## config.mk

```make
export PLATFORM = sky130hd
export DESIGN_NAME = operand_stack
export DESIGN_NICKNAME = d
export VERILOG_FILES = /design/src/rtl/operand_stack.sv
export SDC_FILE = /design/constraint.sdc
export NUM_CORES = 1
export LEC_CHECK = 0
export ABC_CLOCK_PERIOD_IN_PS = 8400
export CORE_MARGIN = 5
export CORE_UTILIZATION = 37
export DETAILED_ROUTE_END_ITERATION = 8
export PLACE_DENSITY = 0.65
export SYNTH_ARGS = -nofsm -noshare
export SYNTH_HDL_FRONTEND = slang
export SYNTH_SLANG_ARGS = --single-unit
```

## constraint.sdc

```tcl
create_clock -name clk -period 8.4 [get_ports clk]
set_clock_uncertainty 0.2 [all_clocks]
set_input_delay 1.68 -clock clk [delete_from_list [all_inputs] [get_ports clk]]
set_output_delay 1.68 -clock clk [all_outputs]
set_load 0.05 [all_outputs]
```

## src/rtl/operand_stack.sv

```systemverilog
// operand_stack: DEPTH-word operand stack feeding TOS/NOS to the ALU, with result write-back,
// latched ALU flags and a RUN/FAULT state machine that traps underflow, overflow and illegal commands.
module operand_stack #(
  parameter int DEPTH = 16,
  parameter int PW    = 5
) (
  input  logic          clk,
  input  logic          rst,
  input  logic          cmd_valid,
  output logic          cmd_ready,
  input  logic [2:0]    cmd,
  input  logic [15:0]   din,
  input  logic [2:0]    alop_in,
  output logic [15:0]   alu_x,
  output logic [15:0]   alu_y,
  output logic [2:0]    alop,
  input  logic [15:0]   alu_z,
  input  logic [3:0]    alu_flags,
  output logic [15:0]   tos,
  output logic [PW-1:0] depth,
  output logic [3:0]    flags,
  output logic          fault,
  output logic [1:0]    err,
  input  logic          fault_clr
);
  localparam int AW = PW - 1;
  localparam logic [2:0] C_PUSH = 3'd1, C_POP = 3'd2, C_DUP = 3'd3, C_SWAP = 3'd4,
                         C_ALU1 = 3'd5, C_ALU2 = 3'd6, C_ILL = 3'd7;

  typedef enum logic {RUN, FAULT} state_t;

  state_t        r_state;
  logic [15:0]   r_mem [DEPTH];
  logic [PW-1:0] r_sp;
  logic [3:0]    r_flags;
  logic [1:0]    r_err;

  logic [AW-1:0] w_i0, w_i1, w_i2;
  logic [15:0]   w_tos, w_nos;
  logic [1:0]    w_err;
  logic          w_acc, w_ok, w_full;
  logic [PW-1:0] w_sp_next;

  assign w_i0   = r_sp[AW-1:0];
  assign w_i1   = AW'(r_sp - PW'(1));
  assign w_i2   = AW'(r_sp - PW'(2));
  assign w_tos  = (r_sp >= PW'(1)) ? r_mem[w_i1] : 16'h0;
  assign w_nos  = (r_sp >= PW'(2)) ? r_mem[w_i2] : 16'h0;
  assign w_full = (r_sp == PW'(DEPTH));

  // Fault cause of the presented command against the current pointer; 0 means it may execute.
  assign w_err = (cmd == C_ILL) ? 2'd3 :
                 ((cmd == C_POP || cmd == C_DUP || cmd == C_ALU1) && r_sp == '0) ? 2'd1 :
                 ((cmd == C_SWAP || cmd == C_ALU2) && r_sp < PW'(2)) ? 2'd1 :
                 ((cmd == C_PUSH || cmd == C_DUP) && w_full) ? 2'd2 : 2'd0;

  assign w_acc = cmd_valid && (r_state == RUN);
  assign w_ok  = w_acc && (w_err == 2'd0);

  assign w_sp_next = (cmd == C_PUSH || cmd == C_DUP) ? r_sp + PW'(1) :
                     (cmd == C_POP || cmd == C_ALU2) ? r_sp - PW'(1) : r_sp;

  assign alu_x     = (cmd == C_ALU2) ? w_nos : w_tos;
  assign alu_y     = w_tos;
  assign alop      = alop_in;
  assign tos       = w_tos;
  assign depth     = r_sp;
  assign flags     = r_flags;
  assign err       = r_err;
  assign fault     = (r_state == FAULT);
  assign cmd_ready = (r_state == RUN);

  always_ff @(posedge clk or posedge rst) begin
    if (rst) begin
      r_state <= RUN;
      r_sp    <= '0;
      r_flags <= 4'h0;
      r_err   <= 2'd0;
    end else if (r_state == RUN) begin
      if (w_acc && w_err != 2'd0) begin
        r_state <= FAULT;
        r_err   <= w_err;
      end else if (w_ok) begin
        r_sp <= w_sp_next;
        if (cmd == C_ALU1 || cmd == C_ALU2) r_flags <= alu_flags;
      end
    end else if (fault_clr) begin
      r_state <= RUN;
      r_err   <= 2'd0;
    end
  end

  // Storage carries no reset; writes are suppressed while reset is held.
  always_ff @(posedge clk) begin
    if (w_ok && !rst) begin
      if (cmd == C_PUSH) r_mem[w_i0] <= din;
      if (cmd == C_DUP)  r_mem[w_i0] <= w_tos;
      if (cmd == C_SWAP) begin
        r_mem[w_i1] <= w_nos;
        r_mem[w_i2] <= w_tos;
      end
      if (cmd == C_ALU1) r_mem[w_i1] <= alu_z;
      if (cmd == C_ALU2) r_mem[w_i2] <= alu_z;
    end
  end
endmodule
```

Word level (Yosys, flattened, before mapping)

Memory sizes are Yosys's and may differ from the RTL's.
Index checks and enable logic that the tools add are counted.

Bits of input ports: 46
Memories kept: 1
Bits in registers: 12
Logic and storage cells: 84
Output and inout bits: 64
RAM bits: 256

Memories:

| name  | depth | width | rd ports | clocked after memory_dff | write ports | RTL line | text |
|---|---|---|---|---|---|---|---|
| r_mem | 16    | 16    | 2        | 0                        | 2           | 33       | `logic [15:0] r_mem [DEPTH];` |

$lt $le $gt $ge: 3
Mux-type cells: 36
Eq/ne operators: 9
Reductions and logical operators: 23
Add/sub/neg operators: 3
Bitwise gates (word level): 5

Operators by type and width:

| cell                                                                   | number |
|---|---|
| 16-bit 2-to-1 mux                                                      | 7 |
| 1-bit 2-to-1 mux                                                       | 19 |
| 16-bit OR reduction                                                    | 1 |
| 2-bit 2-to-1 mux                                                       | 7 |
| 3-bit equality test (second input constant)                            | 4 |
| 5-bit 2-to-1 mux                                                       | 2 |
| 4-bit AND reduction                                                    | 2 |
| 1-bit logical AND                                                      | 7 |
| 3-bit by 2-bit equality test with 1-bit output (second input constant) | 2 |
| 1-bit logical OR                                                       | 6 |
| 2-bit nonzero test                                                     | 3 |
| 5-bit by 1-bit adder with 5-bit output (second input constant)         | 1 |
| 5-bit equality test (second input constant)                            | 1 |
| 5-bit by 1-bit >= comparator with 1-bit output (second input constant) | 1 |
| 5-bit by 2-bit >= comparator with 1-bit output (second input constant) | 1 |
| 5-bit zero test                                                        | 1 |
| 5-bit by 2-bit < comparator with 1-bit output (second input constant)  | 1 |
| 5-bit by 1-bit subtractor with 5-bit output (second input constant)    | 1 |
| 4-bit 2-to-1 mux                                                       | 1 |
| 4-bit by 2-bit subtractor with 4-bit output (second input constant)    | 1 |
| 3-bit by 1-bit equality test with 1-bit output (second input constant) | 1 |
| 1-bit bitwise OR                                                       | 3 |
| 2-bit zero test                                                        | 1 |
| 2-bit != test (second input constant)                                  | 1 |
| other kinds (3)                                                        | 4 |

Longest topological paths before layout

Word-level depth: 15
Mapped depth: 16
Gate-level depth less buffers: 8

Worst setup path after synthesis

Ideal clock, no wire load.

Path type: register to output
From: register r_sp[1], in the netlist depth[1]
To: output tos[10]
Required time: 6.520 ns
Buffers on the path: 5
Arrival: 3.958 ns
Setup slack: 2.562 ns
Cell stages (with the launch flop): 12
Cells stage by stage: dfrtp_1 -> buf_2 -> buf_1 -> inv_1 -> ha_1 -> buf_4 -> nand2b_4 -> xnor2_1 -> buf_4 -> mux2_2 -> nor2_1 -> buf_4

Word-level cells in the longest chain between the ends: 3
Elaborated cells between the ends (all ways): 4
Those cells by class: add/sub (1); order compare (1); mux (1); memory (1)

Ends and longest elaborated chain:

| item                                        | RTL line | text |
|---|---|---|
| from (decl)                                 | 34       | `logic [PW-1:0] r_sp;` |
| from (signal assigned)                      | 84       | `r_sp <= w_sp_next;` |
| 5-bit by 1-bit subtractor with 5-bit output | -        |  |
| memory read 16 x 16 bit                     | -        |  |
| 16-bit 2-to-1 mux *                         | 47       | `assign w_tos = (r_sp >= PW'(1)) ? r_mem[w_i1] : 16'h0;` |
| to (decl)                                   | 19       | `output logic [15:0] tos,` |

Every way passes the cells marked *; elsewhere a longest branch is shown, timed or not.

Final worst setup path

From: register r_sp[0], in the netlist depth[0]
To: output alu_x[8]

Word-level cells in the longest chain between the ends: 4
Elaborated cells between the ends (all ways): 8
Those cells by class: add/sub (2); order compare (2); mux (3); memory (1)

Ends and longest elaborated chain:

| item                                                                                                              | RTL line | text |
|---|---|---|
| 5-bit by 1-bit subtractor with 5-bit output / 4-bit by 2-bit subtractor with 4-bit output (equally long branches) | -        |  |
| memory read 16 x 16 bit                                                                                           | -        |  |
| 16-bit 2-to-1 mux, on equally long branches                                                                       | 47, 48   |  |
| 16-bit 2-to-1 mux *                                                                                               | 63       | `assign alu_x = (cmd == C_ALU2) ? w_nos : w_tos;` |
| to (decl)                                                                                                         | 14       | `output logic [15:0] alu_x,` |

Marks and branches as above.

==> results.md <==
- Post-synthesis mux area share: about a third
- Worst path cell trace: inv_1 -> ha_1 -> xnor2_1 -> nor2_1 -> a221o_1 -> o22ai_2 -> a22o_1 -> clkdlybuf4s50_1
- Post-synthesis xor/xnor area fraction: 0.650%
- Share of cells above drive strength 1: about a quarter
- R2R Setup Slk: 3.14 ns
- Post-synth top cells: mux2i_1, edfxtp_1, mux4_2
- Syn. warnings: 0
- Startpoint types: flip-flop
- Finished Layout Cells: 1934
- Final nets: roughly 1400
- Final period utilization: 84.2%
- Post-CTS Setup Bufs: 0
- CP arrival: slightly above 5 ns
- Largest stage delay, worst path: 0.89 ns
- Top cells by area, synth: edfxtp_1, mux2i_1, mux4_2
- Diode count: 0
- Crit-path max FO: 33
- Hold_buf cts: 0
- Layout area overhead: 14.0%
- Distinct cells, synth: 65
- Core area: 0.0467 sq mm
- Run status: finished clean
- Synth Register Bits: between 200 and 300
- CP Data Required Time: 6.52 ns
- CP endpoint kind: output port
- Routed via count: 12100
- Skew-Pair Late Insertion Delay: around 0.58 ns
- CTS Buf Count: 30
- Overall routing resource usage: around a fifth
- Final setup TNS: 0 ns
- First-pass GRT wire length: approximately 80000 um
- DRT antenna net count: 0
- Post-CTS Resized: 0
- Register area share after synthesis: 45.6%
- Remaining global-route overflow: 0
- Worst Tran Pin Value: ~1.3 ns
- Max clock buf depth: 3
- Largest net degree at the start of global routing: around 110
- R2R depth: 9
- # fillers: 4232
- Synth Flop Type: edfxtp_1
- Initial drt markers: 1353
- CTS root buffer: clkbuf_16
- Crit-path leading delay family: buffers and inverters
- TritonCTS clock tree: yes
- Number of synthesized flops with an enable pin: 256
- Post-Synth Adder-Cell Area: less than 1%
- CP max-delay cell: xnor2_1
- Clk sink count: ~270
- Vias in the first global route: 11900
- Footprint of the multi-input gates: 0.00882 sq mm
- Most common cell in the synthesized netlist: mux2i_1
- Final setup viols: 0
- Initial antenna violation count: 1
- RSZ-0062 raised after global routing: false
- Mean Syn Cell Area: 13.6 sq um
- Final Critical Period: between 7 and 8 ns
- Max-Cap Viols: 0
- Initial Utilization: 37.6%
- Register area: 0.00800 sq mm
- R2r endpoint: r_mem[15][4]$_DFFE_PP_
- R2R Path Start: depth[2]$_DFFE_PP0P_
- Remaining DRCs: 0
- Die footprint: between 0.05 and 0.06 sq mm
- Final Max Slew Viols: 0
- Cell depth of the worst setup path: 8
- Crit Path Class: reg -> out
- Final HPWL DP: around 33000 um
- Largest family of logic cells by synthesized area: multiplexers
- Post-Synthesis Cells: between 1000 and 1500
- Post-Place Cells: around 1900
- Post-synthesis cell area: 0.0175 sq mm
- Slew headroom: 15.8%
- Post-Synth Simple-Gate Area: 6.69%
- Buffer and inverter count on the worst path: 2
- Critical Path Sink: alu_x[8]
- Vert. Die Dim: 228 um
- Drt total wl: 55100 um
- Tightest Hold Check Type: reg -> reg
- Vias per inst: 6.27
- Die span in x: between 200 and 250 um
- Net Count, Synth: ~1300
- Placer Congestion: 0.856
- Synth Area in Compound Gates: 7.04%
- Hold Slack: 0.303 ns
- Most area-hungry cell type in the Yosys netlist: edfxtp_1
- # rows: 79
- Crit path from: depth[0]$_DFFE_PP0P_
- WL/cell: 28.5 um
- Final Hold Vio Count: 0
- FMAX: 141 MHz
- DRT Pass-1 Iters: 5
- Port Buffers: 103
- Async SR Flop Fraction: under 10%
- H-Tree Depth: 1
- Worst-path clk slew: ~0.050 ns
- Post-synth top area share: 43.9%
- IO Pins: 110
[stage by stage]
stage | cell area (sq um) | utilization, % | setup WS, ns
3_5_place_dp | 18900 | 40.6 | 1.48
4_1_cts | 20000 | 42.8 | 1.35
2_1_floorplan | 17500 | - | 2.56
6_report | 20000 | 42.8 | 1.33
5_1_grt | 20000 | 42.8 | 1.05
3_3_place_gp | 18900 | 40.6 | 1.60
[logic make-up (layout without fill, tap and decap cells)]
group                      after synthesis  in the layout
buffers and inverters                  157            200
and+or+nand+nor                        230            230
DFF                                    268            268
xor gates and xnor gates                10             10
AOI/OAI and AO/OA                      167            167
muxes                                  445            445
adders and majority gates                7              7
[layer usage]
metal | wire length, um | global-route usage (%)
met4 | 2000 | 7.16
met3 | 4400 | 3.07
met2 | 26700 | 34.4
met5 | 13 | 0
met1 | 21900 | 28.2
[final cells by class]
| type | instances | share of cell area, % |
|---|---|---|
| multi-input cells | 859 | 44.1 |
| clock buffers | 36 | 3.98 |
| inverters | 10 | 0.188 |
| repair buffers | 138 | 6.60 |
| clock inverters | 16 | 1.26 |
| well taps | 607 | 3.80 |
| flip-flops and latches | 268 | 40.0 |
[sequential cells by signal (all words and copies together), names as in the netlist]
name	count
r_mem	256
flags	4
err	2
fault	1
depth	5
[placed cells by master (no fill, tap or decap), types with 4 or more instances in the layout]
| cell type | count |
|---|---|
| and2_1 | 8 |
| o21ai_0 | 24 |
| clkdlybuf4s50_1 | 103 |
| mux2i_2 | 15 |
| bufinv_16 | 7 |
| nor4_1 | 8 |
| nand2_1 | 95 |
| clkbuf_16 | 31 |
| a21oi_1 | 6 |
| nor4_2 | 7 |
| clkbuf_1 | 5 |
| nor2_1 | 28 |
| nand2b_1 | 8 |
| o22ai_1 | 66 |
| a211oi_2 | 13 |
| nand4_1 | 6 |
| inv_1 | 10 |
| o21ai_4 | 11 |
| dfrtp_1 | 10 |
| mux4_2 | 116 |
| nand3_1 | 39 |
| nor3_1 | 4 |
| o21ai_2 | 8 |
| edfxtp_1 | 256 |
| buf_4 | 33 |
| mux2_2 | 37 |
| nor2_2 | 8 |
| a221o_1 | 6 |
| clkinv_2 | 6 |
| mux2i_1 | 277 |
| xnor2_1 | 6 |
| ha_1 | 6 |
[how the worst min path moves through the flow]
stage	endpoint	startpoint	depth (start not counted)	slack, ns
global placement	flags[0]$_DFFE_PP0P_	flags[0]$_DFFE_PP0P_	1	0.30
finish	flags[1]$_DFFE_PP0P_	flags[1]$_DFFE_PP0P_	1	0.30
global route	flags[1]$_DFFE_PP0P_	flags[1]$_DFFE_PP0P_	1	0.34
detailed placement	flags[1]$_DFFE_PP0P_	flags[1]$_DFFE_PP0P_	1	0.30
CTS	flags[1]$_DFFE_PP0P_	flags[1]$_DFFE_PP0P_	1	0.31
floorplan	err[1]$_DFFE_PP0P_	err[1]$_DFFE_PP0P_	2	0.56
Power is left out: the tool's default activity adds up to more than one toggle a clock period on the data nets, which glitch-free logic cannot reach.
